===== src/rtl/bp_cce_pkg.sv =====
// Shared encodings for the CCE config-link responder: address regions,
// register offsets and the responder FSM state type.
package bp_cce_pkg;

  localparam logic [1:0]  cfg_region_inst_lp = 2'b00;
  localparam logic [1:0]  cfg_region_reg_lp  = 2'b01;

  localparam logic [12:0] cfg_reg_mode_off_lp   = 13'd0;
  localparam logic [12:0] cfg_reg_status_off_lp = 13'd1;

  typedef enum logic [1:0] {
    e_cfg_idle    = 2'b00,
    e_cfg_rd_wait = 2'b01,
    e_cfg_resp    = 2'b10
  } cce_cfg_state_e;

endpackage


===== src/rtl/bp_cce_cfg_responder.sv =====
// Config-link slave for the CCE: stages split instruction writes into the
// external instruction RAM, serves mode/status registers, one read outstanding.
module bp_cce_cfg_responder
  import bp_cce_pkg::*;
#(
  parameter int cfg_link_addr_width_p = 16,
  parameter int cfg_link_data_width_p = 32,
  parameter int inst_width_p          = 48,
  parameter int inst_ram_addr_width_p = 8
) (
  input  logic                              clk_i,
  input  logic                              reset_i,
  input  logic                              freeze_i,
  input  logic [cfg_link_addr_width_p-2:0]  config_addr_i,
  input  logic [cfg_link_data_width_p-1:0]  config_data_i,
  input  logic                              config_v_i,
  input  logic                              config_w_i,
  output logic                              config_ready_o,
  output logic [cfg_link_data_width_p-1:0]  config_data_o,
  output logic                              config_v_o,
  input  logic                              config_ready_i,
  output logic                              inst_ram_v_o,
  output logic                              inst_ram_w_o,
  output logic [inst_ram_addr_width_p-1:0]  inst_ram_addr_o,
  output logic [inst_width_p-1:0]           inst_ram_data_o,
  input  logic [inst_width_p-1:0]           inst_ram_data_i,
  output logic [1:0]                        cce_mode_o
);

  localparam int hi_w_lp = inst_width_p - 32;
  typedef logic [cfg_link_data_width_p-1:0] cfg_data_t;

  cce_cfg_state_e                   state;
  logic [31:0]                      stage_data;
  logic [inst_ram_addr_width_p-1:0] stage_idx;
  logic                             stage_v;
  logic                             err_sticky;
  logic [15:0]                      writes_committed;
  logic                             rd_hi;
  cfg_data_t                        resp_data;

  logic [1:0]                       region;
  logic [12:0]                      offset;
  logic [inst_ram_addr_width_p-1:0] idx;
  logic                             sel_hi, accept, is_inst, is_reg, ram_ok;
  logic                             stage_hit;
  logic [31:0]                      lo_data;
  cfg_data_t                        reg_rdata;

  assign region    = config_addr_i[14:13];
  assign offset    = config_addr_i[12:0];
  assign idx       = config_addr_i[inst_ram_addr_width_p:1];
  assign sel_hi    = config_addr_i[0];
  assign is_inst   = (region == cfg_region_inst_lp);
  assign is_reg    = (region == cfg_region_reg_lp);

  assign config_ready_o = (state == e_cfg_idle) & ~reset_i;
  assign accept         = config_v_i & config_ready_o;
  assign ram_ok         = accept & is_inst & freeze_i;

  assign stage_hit = stage_v & (stage_idx == idx);
  assign lo_data   = stage_hit ? stage_data : 32'd0;

  // Lo-half writes only stage; the RAM sees hi-half writes and all reads.
  assign inst_ram_v_o    = ram_ok & (~config_w_i | sel_hi);
  assign inst_ram_w_o    = ram_ok & config_w_i & sel_hi;
  assign inst_ram_addr_o = idx;
  assign inst_ram_data_o = {config_data_i[hi_w_lp-1:0], lo_data};

  assign config_v_o    = (state == e_cfg_resp) & ~reset_i;
  assign config_data_o = resp_data;

  always_comb begin
    reg_rdata = '0;
    if (is_reg && offset == cfg_reg_mode_off_lp)
      reg_rdata = cfg_data_t'(cce_mode_o);
    else if (is_reg && offset == cfg_reg_status_off_lp)
      reg_rdata = cfg_data_t'({err_sticky, 15'b0, writes_committed});
  end

  always_ff @(posedge clk_i) begin
    if (reset_i) begin
      state            <= e_cfg_idle;
      resp_data        <= '0;
      cce_mode_o       <= '0;
      stage_v          <= 1'b0;
      stage_data       <= '0;
      stage_idx        <= '0;
      err_sticky       <= 1'b0;
      writes_committed <= '0;
      rd_hi            <= 1'b0;
    end else begin
      case (state)
        e_cfg_idle: if (accept) begin
          if (config_w_i) begin
            if (is_inst) begin
              if (!freeze_i) begin
                err_sticky <= 1'b1;
              end else if (!sel_hi) begin
                stage_data <= config_data_i[31:0];
                stage_idx  <= idx;
                stage_v    <= 1'b1;
              end else begin
                if (!stage_hit) err_sticky <= 1'b1;
                stage_v          <= 1'b0;
                writes_committed <= writes_committed + 16'd1;
              end
            end else if (is_reg && offset == cfg_reg_mode_off_lp) begin
              cce_mode_o <= config_data_i[1:0];
            end
          end else if (is_inst && freeze_i) begin
            rd_hi <= sel_hi;
            state <= e_cfg_rd_wait;
          end else begin
            // Unfrozen instruction reads still answer, with zero data.
            if (is_inst) err_sticky <= 1'b1;
            resp_data <= reg_rdata;
            state     <= e_cfg_resp;
          end
        end
        e_cfg_rd_wait: begin
          resp_data <= rd_hi ? cfg_data_t'(inst_ram_data_i[inst_width_p-1:32])
                             : cfg_data_t'(inst_ram_data_i[31:0]);
          state     <= e_cfg_resp;
        end
        e_cfg_resp: if (config_ready_i) state <= e_cfg_idle;
        default: state <= e_cfg_idle;
      endcase
    end
  end

endmodule

===== config.mk =====
export PLATFORM = sky130hd
export DESIGN_NAME = bp_cce_cfg_responder
export DESIGN_NICKNAME = d
export VERILOG_FILES = /design/src/rtl/bp_cce_pkg.sv /design/src/rtl/bp_cce_cfg_responder.sv
export SDC_FILE = /design/constraint.sdc
export NUM_CORES = 1
export LEC_CHECK = 0
export CORE_ASPECT_RATIO = 0.75
export CORE_UTILIZATION = 43
export DETAILED_ROUTE_END_ITERATION = 7
export GPL_TIMING_DRIVEN = 0
export PLACE_DENSITY = 0.81
export SLEW_MARGIN = 20
export SYNTH_ARGS = -nofsm -noshare
export SYNTH_HDL_FRONTEND = slang
export SYNTH_SLANG_ARGS = --single-unit

===== constraint.sdc =====
create_clock -name clk_i -period 2.9 [get_ports clk_i]
set_clock_uncertainty 0.15 [all_clocks]
set_input_delay 0.29 -clock clk_i [delete_from_list [all_inputs] [get_ports clk_i]]
set_output_delay 0.29 -clock clk_i [all_outputs]
set_load 0.01 [all_outputs]

==> results.md <==
* Number of vias in the routed layout at 4767
* Antenna cells at 0
* Maximum root-to-sink buffer count at 2
* Slowest cell on the critical path: clkdlybuf4s50_1
* Share of power burned in registers at 0.461
* Switching pwr at 670 uW
* Row count at 31
* Most common library cell in the layout ignoring fill and taps: clkdlybuf4s50_1
* Max-slew violations at 0
* Transition time at the pin with the least slew margin at 0.667 ns
* Gr ovfl total at 0
* Total wire length after detailed routing at 13.9 mm
* Min-delay worst type: input pin to flip-flop
* First-pass GRT wire length at 21.5 mm
* Power Dens Cells at 411 nW/um2
* Largest net degree at the start of global routing at 20
* Maximum frequency from static timing analysis at 364 MHz
* Status: finished, final reports clean
* Worst EP arrival at 2.31 ns
* Count of boundary I/O pins at 195
* Detailed-route wire length per cell at 15.4 um
* Antenna violation net count after detailed routing at 0
* TritonCTS clock tree: built
* Period Utilization, post-route at 0.947
* Vertical die dimension at 90.5 um
* Net count of the finished layout at 862
* Final number of hold-violating endpoints at 0
* Non-filler cells, final at 897
* Fraction of power consumed by combinational cells at 0.132
* Startpoint type of the worst setup path: flip-flop
* Clk network pwr share at 0.408
* Area Growth Syn to Fin at 56.7%
* Distinct cells, synth at 43
* Net switching share of the total power at 0.232
* Data required time at the worst endpoint at 2.46 ns
* Unrepaired setup endpoints after global routing: no
* Number of global-route vias before repair at 4523
* Class of the most critical setup path: flip-flop to output port
* Drt drc at 0
* Shortest clock period the worst path allows after layout at 2.75 ns
* Cell-internal power at 2220 uW
* Die W at 120 um
* Share of cells above drive strength 1 at 0.108
* Per-instance average area after synthesis at 8.12 um2
* Quantity of hold-fixing buffers added after cts at 0
* Worst slew margin relative to its limit at 0.555
* Highest-count cells in the layout ignoring fill and taps: clkdlybuf4s50_1, dfxtp_1, nand2_1, a21oi_1, nor2_1
* Clock root buffer master: clkbuf_16
* Slowest Stage Delay on Critical Path at 0.55 ns
* Post-layout util at 0.711
* Number of max-cap violations at 0
* CP cell instances: xnor2_2 > nand4_1 > nor3_4 > buf_12 > buf_4 > and2_1 > clkdlybuf4s50_1
* DIE AREA at 10900 um2
* Cell Area, Synth at 4490 um2
* Detailed Place HPWL at 10.3 mm
* Length of the first detailed-routing pass in iterations at 6
* Critical-path maximum fanout at 10
* IR Drop Worst-Case VDD at 0.000369 V
* Routed via count divided by cell count at 5.31
* Warnings, synthesis at 0
* Number of register bits inferred by synthesis at 95
* Setup violation total in the final timing report at 0
* Clock net sink count at 95
* Final total power at 2890 uW
* Placer Congestion at 0.872
* Synthesized Nets at 655
* Port Buffers at 193
* Effective utilization at floorplan at 0.454
* Gate count of the mapped netlist at 553
* First DRT Iteration DRCs at 235
* Maximum level of the CTS H-tree at 3
* Fill cell instance count of the final layout at 756
* Nature of the critical path endpoint: output port
* Clock latency on the worst-skew pair at 0.34 ns
* Fraction of the yosys area taken by sequential cells at 0.424
* GR Util All Layers at 0.248
* Core Area at 9890 um2
* Clock input transition at the sequential cells of the worst setup and hold paths at 0.07 ns
* Antenna violations before repair at 0
* Cell total after placement at 878
* TritonCTS Buffers at 9
* Leak Pwr at 0.00259 uW
-- Yosys cell counts --
cell type,number,area share
a211oi_1,3,0.0050
a21o_1,1,0.0017
a21oi_1,54,0.060
a22oi_1,15,0.025
a311oi_1,2,0.0039
a31o_2,3,0.0059
a41oi_1,1,0.0020
and2_1,32,0.045
and2b_2,1,0.0020
and3_1,3,0.0042
and4_1,2,0.0039
buf_1,4,0.0033
buf_2,3,0.0033
buf_4,24,0.040
buf_6,1,0.0025
clkbuf_1,32,0.027
dfxtp_1,95,0.42
ha_1,1,0.0028
inv_1,5,0.0042
mux2_2,18,0.045
mux2i_1,4,0.0089
nand2_1,90,0.075
nand2b_1,3,0.0042
nand3_1,10,0.011
nand4_1,16,0.022
nor2_1,40,0.033
nor2b_1,6,0.0084
nor3_1,4,0.0045
nor3b_1,2,0.0033
nor4_1,8,0.011
nor4b_1,3,0.0059
o21a_1,1,0.0017
o21ai_0,32,0.036
o221ai_1,10,0.020
o31a_2,1,0.0022
o31ai_1,1,0.0017
or3_1,3,0.0042
or3_2,1,0.0017
or3b_2,1,0.0020
or4_1,2,0.0033
or4b_1,1,0.0022
xnor2_1,12,0.023
xor2_1,2,0.0039
-- stage by stage --
| step | TNS (ns) | setup WS (ns) | hold WS [ns] | instance area (um2) |
|---|---|---|---|---|
| final | 0 | 0.152 | 0.137 | 7030 |
| after global routing | 0 | 0.0635 | 0.156 | 7030 |
| after CTS | 0 | 0.00416 | 0.248 | 6920 |
| after detailed placement | -24.94 | -0.506 | 0.293 | 6590 |
| after global placement | -19.08 | -0.452 | 0.287 | 6590 |
| after floorplan | 0 | 0.442 | 0.244 | 4490 |
-- cells by family after synthesis --
family                   after synthesis  synth area share
adder cells (fa/ha/maj)                1           0.00279
AND/OR/NAND/NOR                      228             0.247
multiplexers                          22            0.0541
buffers and inverters                 69            0.0803
AO/OA/AOI/OAI                        124             0.164
XOR/XNOR                              14            0.0273
flip-flops                            95             0.424
-- cell type report --
cell class / count / area, um2 / area share
Buffer: 62 / 358 / 0.0509
Clock buffer: 9 / 225 / 0.0320
Clock inverter: 7 / 73.8 / 0.0105
Inverter: 5 / 18.8 / 0.00267
Multi-Input combinational cell: 389 / 2270 / 0.322
Sequential cell: 95 / 1900 / 0.270
Tap cell: 132 / 165 / 0.0235
Timing Repair Buffer: 198 / 2020 / 0.288
-- sequential cells by signal, summed over array words and instances (netlist names), 2 cells and up --
name	count
cce_mode_o	2
config_data_o	32
stage_data	32
writes_committed	16
stage_idx	8
state	2
-- routing by layer --
layer	part of all wire	routed length [um]	GRT usage
met5	0	0	0
met4	0.021	289	0.0885
met3	0.092	1270	0.0795
met2	0.48	6670	0.421
met1	0.41	5620	0.291
-- power by group through the flow --
stage          clock network (uW)  logic, uW  registers [uW]
5_1_grt                      1250        407            1330
4_1_cts                      1190        378            1330
3_5_place_dp                    0        375            1360
6_report                     1180        380            1330
3_3_place_gp                    0        369            1360
2_1_floorplan                   0        129            1370
-- final timing paths --
check | from | endpoint | slack, ns | depth (start not counted)
setup reg to reg | state[0] | writes_committed[14] | 0.27 | 7
hold reg to reg | stage_data[2] | stage_data[2] | 0.30 | 2
setup / recovery | stage_idx[7] | inst_ram_data_o[24] | 0.15 | 7
hold / removal | config_addr_i[7] | stage_idx[6] | 0.14 | 3
-- critical path, delay by kind of cell (launching register included) --
family | cells | cell delay (ns)
XOR/XNOR | 1 | 0.18
buffers and inverters | 3 | 0.85
AND/OR/NAND/NOR | 3 | 0.59
flip-flops | 1 | 0.34
-- repair_timing --
action                                 CTS  global route
pin swaps                                1             2
gates cloned                             0             1
setup endpoints to repair               36            34
setup buffers                            1             3
gates resized for setup                 10            25
endpoints found under the hold margin    0             0
(Power assumes the default switching activity.)
